File: src/rtl/muldiv_unit.sv
// Iterative WIDTH-bit shift-add multiplier / restoring divider that writes the HI/LO pair.
// Optional signed mode: define MULDIV_SIGNED_EN.
module muldiv_unit #(
  parameter int WIDTH = 16
) (
  input  logic             clk,
  input  logic             rst_n,
  input  logic             start,
  input  logic [1:0]       op,
  input  logic [WIDTH-1:0] a,
  input  logic [WIDTH-1:0] b,
  output logic             busy,
  output logic             done,
  output logic             wehilo,
  output logic [WIDTH-1:0] hi_wd,
  output logic [WIDTH-1:0] lo_wd,
  output logic             div_zero
);

  localparam int         CW   = $clog2(WIDTH);
  localparam logic [4:0] LAST = 5'(WIDTH - 1);

  typedef enum logic [1:0] {IDLE, MUL, DIV, WRITE} state_t;

  state_t             state_q, state_d;
  logic [4:0]         cnt_q, cnt_d;
  logic [WIDTH-1:0]   a_q, a_d, b_q, b_d, hi_q, hi_d, lo_q, lo_d;
  logic [2*WIDTH-1:0] acc_q, acc_d;
  logic               dz_q, dz_d;

  logic [2*WIDTH-1:0] sum, prod;
  logic [WIDTH:0]     rpart, diff;
  logic               ge;
  logic [WIDTH-1:0]   rem_nx, quo_nx, rem_fx, quo_fx, a_mag, b_mag;

`ifdef MULDIV_SIGNED_EN
  logic neg_q, neg_d, rneg_q, rneg_d;
`else
  logic unused_op1;
  assign unused_op1 = op[1];
`endif

  always_comb begin
    // Multiply step: add the multiplicand at the current bit weight.
    sum    = acc_q + (b_q[cnt_q[CW-1:0]] ? ((2*WIDTH)'(a_q) << cnt_q) : '0);
    // Divide step: acc low word is the partial remainder, a_q shifts dividend out / quotient in.
    rpart  = {acc_q[WIDTH-1:0], a_q[WIDTH-1]};
    diff   = rpart - {1'b0, b_q};
    ge     = ~diff[WIDTH];
    rem_nx = ge ? diff[WIDTH-1:0] : rpart[WIDTH-1:0];
    quo_nx = {a_q[WIDTH-2:0], ge};

    prod   = sum;
    rem_fx = rem_nx;
    quo_fx = quo_nx;
    a_mag  = a;
    b_mag  = b;
`ifdef MULDIV_SIGNED_EN
    neg_d  = neg_q;
    rneg_d = rneg_q;
    if (neg_q) begin
      prod   = -sum;
      quo_fx = -quo_nx;
    end
    if (rneg_q) rem_fx = -rem_nx;
    if (op[1] && a[WIDTH-1]) a_mag = -a;
    if (op[1] && b[WIDTH-1]) b_mag = -b;
`endif

    state_d = state_q;
    cnt_d   = cnt_q;
    a_d     = a_q;
    b_d     = b_q;
    acc_d   = acc_q;
    hi_d    = hi_q;
    lo_d    = lo_q;
    dz_d    = dz_q;

    case (state_q)
      IDLE: begin
        if (start) begin
          a_d   = a_mag;
          b_d   = b_mag;
          cnt_d = '0;
          acc_d = '0;
          dz_d  = 1'b0;
`ifdef MULDIV_SIGNED_EN
          neg_d  = op[1] & (a[WIDTH-1] ^ b[WIDTH-1]);
          rneg_d = op[1] & a[WIDTH-1];
`endif
          if (!op[0]) begin
            state_d = MUL;
          end else if (b == '0) begin
            // Divide by zero reports the raw dividend regardless of signedness.
            state_d = WRITE;
            hi_d    = a;
            lo_d    = '1;
            dz_d    = 1'b1;
          end else begin
            state_d = DIV;
          end
        end
      end
      MUL: begin
        acc_d = sum;
        cnt_d = cnt_q + 5'd1;
        if (cnt_q == LAST) begin
          state_d = WRITE;
          hi_d    = prod[2*WIDTH-1:WIDTH];
          lo_d    = prod[WIDTH-1:0];
        end
      end
      DIV: begin
        acc_d = {{WIDTH{1'b0}}, rem_nx};
        a_d   = quo_nx;
        cnt_d = cnt_q + 5'd1;
        if (cnt_q == LAST) begin
          state_d = WRITE;
          hi_d    = rem_fx;
          lo_d    = quo_fx;
        end
      end
      WRITE:   state_d = IDLE;
      default: state_d = IDLE;
    endcase
  end

  always_ff @(posedge clk or negedge rst_n) begin
    if (!rst_n) begin
      state_q <= IDLE;
      cnt_q   <= '0;
      a_q     <= '0;
      b_q     <= '0;
      acc_q   <= '0;
      hi_q    <= '0;
      lo_q    <= '0;
      dz_q    <= 1'b0;
`ifdef MULDIV_SIGNED_EN
      neg_q   <= 1'b0;
      rneg_q  <= 1'b0;
`endif
    end else begin
      state_q <= state_d;
      cnt_q   <= cnt_d;
      a_q     <= a_d;
      b_q     <= b_d;
      acc_q   <= acc_d;
      hi_q    <= hi_d;
      lo_q    <= lo_d;
      dz_q    <= dz_d;
`ifdef MULDIV_SIGNED_EN
      neg_q   <= neg_d;
      rneg_q  <= rneg_d;
`endif
    end
  end

  assign busy     = (state_q != IDLE);
  assign done     = (state_q == WRITE);
  assign wehilo   = (state_q == WRITE);
  assign hi_wd    = hi_q;
  assign lo_wd    = lo_q;
  assign div_zero = dz_q;

endmodule

File: config.mk
export PLATFORM = sky130hd
export DESIGN_NAME = muldiv_unit
export DESIGN_NICKNAME = d
export VERILOG_FILES = /design/src/rtl/muldiv_unit.sv
export SDC_FILE = /design/constraint.sdc
export NUM_CORES = 1
export LEC_CHECK = 0
export CAP_MARGIN = 20
export CORE_MARGIN = 2
export CORE_UTILIZATION = 40
export DETAILED_ROUTE_END_ITERATION = 7
export PLACE_DENSITY = 0.65
export REMOVE_ABC_BUFFERS = 1
export SLEW_MARGIN = 15
export SYNTH_ARGS = -nofsm -noshare
export SYNTH_HDL_FRONTEND = slang
export SYNTH_SLANG_ARGS = --single-unit
File: constraint.sdc
create_clock -name clk -period 6.2 [get_ports clk]
set_input_delay 0.93 -clock clk [delete_from_list [all_inputs] [get_ports clk]]
set_output_delay 0.93 -clock clk [all_outputs]
set_load 0.01 [all_outputs]
==> impl_metrics.json, run 1 <==
{
  "arrival_ns": 5.96,
  "slew_viol_final": 0,
  "critPathRequiredTime_ns": 6.49,
  "clk_path_buf_depth": 2,
  "period_share_pct": 91.41,
  "critPathKind": "flop to flop",
  "seq_area_frac_synth_pct": 30.17,
  "powerDensity_nw_per_um2": 546.8,
  "post_cts_resized": 0,
  "cts.reportedPaths.clkPinSlew_ns": 0.08,
  "wl_per_cell_um": 19.44,
  "clockRootBuffer": "clkbuf_16",
  "synth.area.mux_share_pct": 9.659,
  "max_stage_delay_ns": 0.66,
  "drcViolationCount": 0,
  "hold_path_class": "flop to flop",
  "multiInputGateArea_um2": 5630,
  "syn_avg_cell_area_um2": 8.185,
  "grt_max_degree": 60,
  "synthSimpleGateAreaFrac_pct": 17.91,
  "cts_setup_buffers": 0,
  "clk_latency_ns": 0.37,
  "worst_slew_pin_slew_ns": 0.9221,
  "worst-path-buf-inv": 2,
  "drive_above_1_share_pct": 8.189,
  "dr_wl_met2_mm": 11.75,
  "grt_antenna_before_repair": 0,
  "instances_no_fill": 1374,
  "cpMaxStageDelayCell": "mux4_2",
  "fin_skew_ns": 0.009254,
  "wl_met3_mm": 1.576,
  "die_area_um2": 22760,
  "register_area_um2": 2603,
  "synth_cells": 1054,
  "m1WireLength_mm": 12.68,
  "grt_pass1_wl_mm": 42.71,
  "dp_cells": 1357,
  "holdWs_ns": 0.4850,
  "drv_cap": 0,
  "htree_levels": 3,
  "ys_seq_elements": 104,
  "synth_compound_area_share_pct": 25.80,
  "io_buffers": 71,
  "cts_tree": "built",
  "postRouteAntennaNets": 0,
  "first_iter_violations": 598,
  "leakage_nw": 4.392,
  "max-slew-margin-rel_pct": 38.52,
  "routed.top_layer": "met4",
  "syn-cell-area_um2": 8627,
  "finalHoldViolations": 0,
  "timing.final.crit_period_ns": 5.668,
  "fin_nets": 1187,
  "grt_overflow": 0,
  "rrSetupSlack_ns": 0.53,
  "drt-pass1-iter-count": 5,
  "fin_tns_setup_ns": 0,
  "grt_pass1_vias": 7680,
  "synth_edf_count": 0,
  "crit_fanout": 26,
  "n_antenna_cell": 0,
  "crit_family": "compound AO/OA/AOI/OAI gates",
  "dp_hpwl_mm": 20.17,
  "ir_worst_vdd_v": 0.0008618,
  "fillers": 2060,
  "post_synth_num_cell_types": 67,
  "fmax_ghz": 0.1764,
  "status": "finished clean",
  "synth-main-ff-cell": "dfrtp_1",
  "setup_viol": 0,
  "cts_hold_buf": 0,
  "area_delta_synth_final_pct": 14.45,
  "core_um2": 21090,
  "vias": 8138,
  "rows": 53,
  "crit_chain": "buf_4 > mux4_2 > mux4_2 > nand2b_4 > or3_4 > nor2_1 > ha_1 > inv_1 > fa_1 > nand2b_1 > a21oi_1 > o22ai_1 > o211ai_1 > a211oi_1 > a21oi_1 > a41oi_1 > mux2_2 > o21ai_0",
  "async_flop_share_pct": 100.0,
  "crit_path_start_kind": "flop",
  "synthAdderAreaFrac_pct": 8.296,
  "gr-usage-all-layers_pct": 24.27,
  "end_kind": "flop",
  "numCtsBuffers": 9,
  "start_util_pct": 40.91,
  "place_congestion": 0.9344,
  "drt_wl_total_mm": 26.72,
  "fin_util_pct": 46.82,
  "viasPerCell": 5.923,
  "die_height_um": 150.9,
  "cts_sinks": 104,
  "ioPinCount": 73,
  "synth_warnings": 0,
  "synth_top_family_by_area": "compound AO/OA/AOI/OAI gates",
  "die_x_um": 150.9,
  "rsz0062_at_grt": "no",
  "synth_xor_area_share_pct": 3.553
}
[final timing paths]
path	start	to	depth (start not counted)
min in group asynchronous	rst_n	hi_wd[4]$_DFFE_PN0P_	1
min reg2reg	div_zero$_DFFE_PN0P_	div_zero$_DFFE_PN0P_	2
max reg2reg	cnt_q[0]$_DFFE_PN0P_	acc_q[30]$_DFFE_PN0P_	18
min	div_zero$_DFFE_PN0P_	div_zero$_DFFE_PN0P_	2
max in group asynchronous	rst_n	a_q[10]$_DFFE_PN0P_	2
max	cnt_q[0]$_DFFE_PN0P_	acc_q[30]$_DFFE_PN0P_	18
[per-stage QoR]
step / power (mW) / area [um^2] / worst slack, ns
6_report: 5.399 / 9873 / 0.5325
2_1_floorplan: 3.569 / 8374 / 0.9858
3_3_place_gp: 4.681 / 9550 / 0.7327
3_5_place_dp: 4.764 / 9578 / 0.6751
4_1_cts: 5.356 / 9862 / 0.6701
5_1_grt: 5.836 / 9873 / 0.3002
[layout make-up]
| cell class | count | share of cell area, % |
|---|---|---|
| clock buffer | 11 | 2.458 |
| clock inverter | 5 | 0.4182 |
| inverter | 38 | 1.470 |
| timing repair buffer | 89 | 8.782 |
| multi-input combinational | 852 | 57.03 |
| tap | 275 | 3.485 |
| sequential | 104 | 26.36 |
[worst register-to-register path, cell delays in order (launching register included)]
cell and delay (ns):
dfrtp_1 0.44, buf_4 0.39, mux4_2 0.38, mux4_2 0.66
nand2b_4 0.28, or3_4 0.39, nor2_1 0.14, ha_1 0.20
inv_1 0.06, fa_1 0.37, nand2b_1 0.20, a21oi_1 0.35
o22ai_1 0.24, o211ai_1 0.42, a211oi_1 0.13, a21oi_1 0.31
a41oi_1 0.17, mux2_2 0.31, o21ai_0 0.15
[power breakdown]
part | internal (mW) | switching [mW] | total, mW
logic | 1.48 | 2.14 | 3.62
registers | 0.954 | 0.257 | 1.21
clock network | 0.287 | 0.281 | 0.568
[state kept, by name, indices dropped and copies added, names as in the netlist]
name and count:
state_q 2, div_zero 1, a_q 16, hi_wd 16, acc_q 32, cnt_q 5
b_q 16, lo_wd 16
[layer usage]
| layer | track usage (%) | vias to the layer above |
|---|---|---|
| met5 | 0 | - |
| met4 | 7.944 | 0 |
| met3 | 2.801 | 35 |
| met2 | 37.43 | 268 |
| met1 | 35.45 | 3938 |
| li1 | - | 3897 |
[placed cells by master, fill, tap and decap left out, types with 9 or more instances in the layout]
| cell | instances |
|---|---|
| nand2_1 | 139 |
| dfrtp_1 | 104 |
| o21ai_0 | 97 |
| nor2_1 | 88 |
| a21oi_1 | 80 |
| clkdlybuf4s50_1 | 70 |
| ha_1 | 54 |
| a21o_1 | 39 |
| inv_1 | 36 |
| mux2_2 | 36 |
| mux2i_1 | 27 |
| a31oi_1 | 22 |
| a21boi_0 | 20 |
| xnor2_1 | 20 |
| a41oi_1 | 19 |
| nand2b_1 | 17 |
| nand3_1 | 17 |
| buf_4 | 17 |
| xor2_1 | 15 |
| nor2b_1 | 14 |
| or3_1 | 14 |
| nor3_1 | 13 |
| o21a_1 | 13 |
| and3_1 | 10 |
| clkbuf_16 | 9 |
[kinds of logic after synthesis]
logic type / after synthesis
and+or+nand+nor: 340
muxes: 70
DFF: 104
AOI/OAI and AO/OA: 351
buffers and inverters: 98
adders and majority gates: 56
xor gates and xnor gates: 35
[cells in the mapped netlist, types with 7 or more instances]
master | instances | area [um^2]
o31ai_1 | 8 | 60.06
a21o_1 | 39 | 292.8
mux2_2 | 36 | 405.4
a41oi_1 | 19 | 166.4
a21oi_1 | 80 | 400.4
ha_1 | 54 | 675.7
inv_1 | 36 | 135.1
buf_2 | 13 | 65.06
mux2i_1 | 27 | 270.3
nand2b_1 | 17 | 106.4
nor2b_1 | 14 | 87.58
o21ai_0 | 97 | 485.5
a211oi_1 | 7 | 52.55
and3_1 | 10 | 62.56
a31oi_1 | 22 | 137.6
or3_1 | 14 | 87.58
clkbuf_1 | 36 | 135.1
mux4_2 | 7 | 157.7
buf_1 | 9 | 33.78
o21a_1 | 13 | 97.59
a21boi_0 | 21 | 157.7
nor3_1 | 13 | 65.06
nand2_1 | 139 | 521.8
nor2_1 | 88 | 330.3
xnor2_1 | 20 | 175.2
nand3_1 | 17 | 85.08
dfrtp_1 | 104 | 2603
xor2_1 | 15 | 131.4
Power figures use the tool's default switching activity.
==> inputs of run 2 (changes only) <==
--- a/config.mk
+++ b/config.mk
@@ -7,9 +7,9 @@
 export LEC_CHECK = 0
 export CAP_MARGIN = 20
 export CORE_MARGIN = 2
-export CORE_UTILIZATION = 40
+export CORE_UTILIZATION = 25
 export DETAILED_ROUTE_END_ITERATION = 7
-export PLACE_DENSITY = 0.65
+export PLACE_DENSITY = 0.47
 export REMOVE_ABC_BUFFERS = 1
 export SLEW_MARGIN = 15
 export SYNTH_ARGS = -nofsm -noshare
==> run 2 against run 1 <==
Effect of this change:
- core utilization shrank 17 points
- count of clock-buffer cells in the layout decreased by 2
- via count fell by 2.0%
- cell count up 13%
- wire length increased by 11%
- final area grew 2.3%
- non-clock buffer count stayed put
- critical path type unchanged
- worst hold slack lost 0.0026 ns
- fmax rose by 4.1%
==> impl_metrics.json, run 2 (synthesized netlist as in run 1, its figures left out) <==
{
  "status": "finished clean",
  "largest_register": "acc_q",
  "postRouteAntennaNets": 0,
  "start_util_pct": 25.16,
  "post_cts_resized": 0,
  "hold_path_class": "flop to flop",
  "crit_end": "acc_q[30]$_DFFE_PN0P_",
  "end_kind": "flop",
  "die_area_um2": 36010,
  "critPathRequiredTime_ns": 6.50,
  "worst_slew_pin_slew_ns": 1.077,
  "slew_viol_final": 0,
  "cp_num_cells": 18,
  "cts_tree": "built",
  "finalHoldViolations": 0,
  "grt_pass1_vias": 7717,
  "rrSetupSlack_ns": 0.76,
  "worst-path-buf-inv": 2,
  "drive_above_1_share_pct": 8.371,
  "htree_levels": 3,
  "numCtsBuffers": 9,
  "max_stage_delay_ns": 0.50,
  "vias": 7974,
  "dp_hpwl_mm": 22.58,
  "fin_skew_ns": 0.01344,
  "setup_viol": 0,
  "cp-startpoint": "cnt_q[0]$_DFFE_PN0P_",
  "first_iter_violations": 658,
  "layout_common_cells": "nand2_1, dfrtp_1, o21ai_0",
  "holdWs_ns": 0.4824,
  "ir_worst_vdd_v": 0.0003803,
  "placed_cell_area_um2": 9797,
  "clk_latency_ns": 0.37,
  "grt_antenna_before_repair": 0,
  "crit_family": "compound AO/OA/AOI/OAI gates",
  "final_area_um2": 10100,
  "die_x_um": 189.8,
  "fmax_ghz": 0.1838,
  "drt-pass1-iter-count": 5,
  "crit_path_start_kind": "flop",
  "powerDensity_nw_per_um2": 543.9,
  "clk_path_buf_depth": 2,
  "r2r-start": "cnt_q[0]$_DFFE_PN0P_",
  "fin_tns_setup_ns": 0,
  "largest_register_ffs": 32,
  "period_share_pct": 87.77,
  "fin_nets": 1187,
  "cpMaxStageDelayCell": "mux4_2",
  "place_congestion": 0.8623,
  "crit_fanout": 26,
  "fillers": 3642,
  "drcViolationCount": 0,
  "crit_chain": "buf_4 > mux4_2 > mux4_2 > nand2b_4 > or3_4 > nor2_1 > ha_1 > inv_1 > fa_1 > nand2b_1 > a21oi_1 > o22ai_1 > o211ai_1 > a211oi_1 > a21oi_1 > a41oi_1 > mux2_2 > o21ai_0",
  "cts.reportedPaths.clkPinSlew_ns": 0.08,
  "area_delta_synth_final_pct": 17.10,
  "rsz0062_at_grt": "no",
  "io_buffers": 71,
  "gr-usage-all-layers_pct": 16.42,
  "reg2regPathDepth": 18,
  "final_common_cell": "nand2_1",
  "drv_cap": 0,
  "die_height_um": 189.8,
  "timing.final.crit_period_ns": 5.442,
  "core_um2": 34290,
  "clockRootBuffer": "clkbuf_16",
  "n_antenna_cell": 0,
  "wl_per_cell_um": 19.00,
  "cts_sinks": 104,
  "rows": 68,
  "arrival_ns": 5.74,
  "drt_wl_total_mm": 29.53,
  "ioPinCount": 73,
  "grt_max_degree": 60,
  "grt_pass1_wl_mm": 45.91,
  "rr_endpoint": "acc_q[30]$_DFFE_PN0P_",
  "critPathKind": "flop to flop",
  "cts_hold_buf": 0,
  "max-slew-margin-rel_pct": 28.19,
  "cts_setup_buffers": 0,
  "leakage_nw": 4.397,
  "viasPerCell": 5.131,
  "grt_overflow": 0
}
run 2: cell count changes in the layout (fill, tap and decap cells not counted):
cell,previous run,this run
buf_6,1,0
o221ai_1,2,1
clkbuf_1,1,0
inv_8,0,1
buf_16,1,0
o221ai_2,0,1
buf_4,17,19
bufinv_16,0,1
clkbuf_8,1,0
clkinv_2,0,1
clkinvlp_4,2,1
run 2: final cells by class:
class / instances / area (um^2) / area share [%]
sequential: 104 / 2603 / 25.76
clock inverter: 7 / 80.08 / 0.7927
multi-input combinational: 852 / 5637 / 55.80
clock buffer: 9 / 225.2 / 2.229
timing repair buffer: 89 / 843.3 / 8.348
inverter: 38 / 145.1 / 1.437
tap: 455 / 569.3 / 5.635
run 2: per-stage QoR:
step           worst slack, ns  power (mW)  std cells  utilization, %
2_1_floorplan           0.9858       3.569        994               -
3_3_place_gp            0.8285       4.838       1538           28.57
3_5_place_dp            0.7898       4.854       1538           28.57
4_1_cts                 0.7942       5.508       1554           29.46
5_1_grt                 0.4066       5.970       1554           29.46
6_report                0.7582       5.495       1554           29.46
run 2: where the power goes:
part / switching [mW] / internal (mW) / total (mW)
sequential: 0.256 / 0.954 / 1.21
combinational: 2.20 / 1.46 / 3.66
clock: 0.301 / 0.319 / 0.621
run 2: worst min-delay path by stage:
stage	start	endpoint	slack, ns	depth (start not counted)
after floorplan	acc_q[16]$_DFFE_PN0P_	acc_q[16]$_DFFE_PN0P_	0.46	2
after global placement	hi_wd[3]$_DFFE_PN0P_	hi_wd[3]$_DFFE_PN0P_	0.47	1
after detailed placement	hi_wd[3]$_DFFE_PN0P_	hi_wd[3]$_DFFE_PN0P_	0.47	1
after CTS	hi_wd[4]$_DFFE_PN0P_	hi_wd[4]$_DFFE_PN0P_	0.49	1
after global routing	div_zero$_DFFE_PN0P_	div_zero$_DFFE_PN0P_	0.51	2
final	hi_wd[4]$_DFFE_PN0P_	hi_wd[4]$_DFFE_PN0P_	0.48	1
run 2: per-layer routing:
metal	global-route usage (%)	share of wire [%]
met5	0	0
met4	3.518	1.2
met1	24.15	51
met2	25.53	44
met3	2.214	4.1
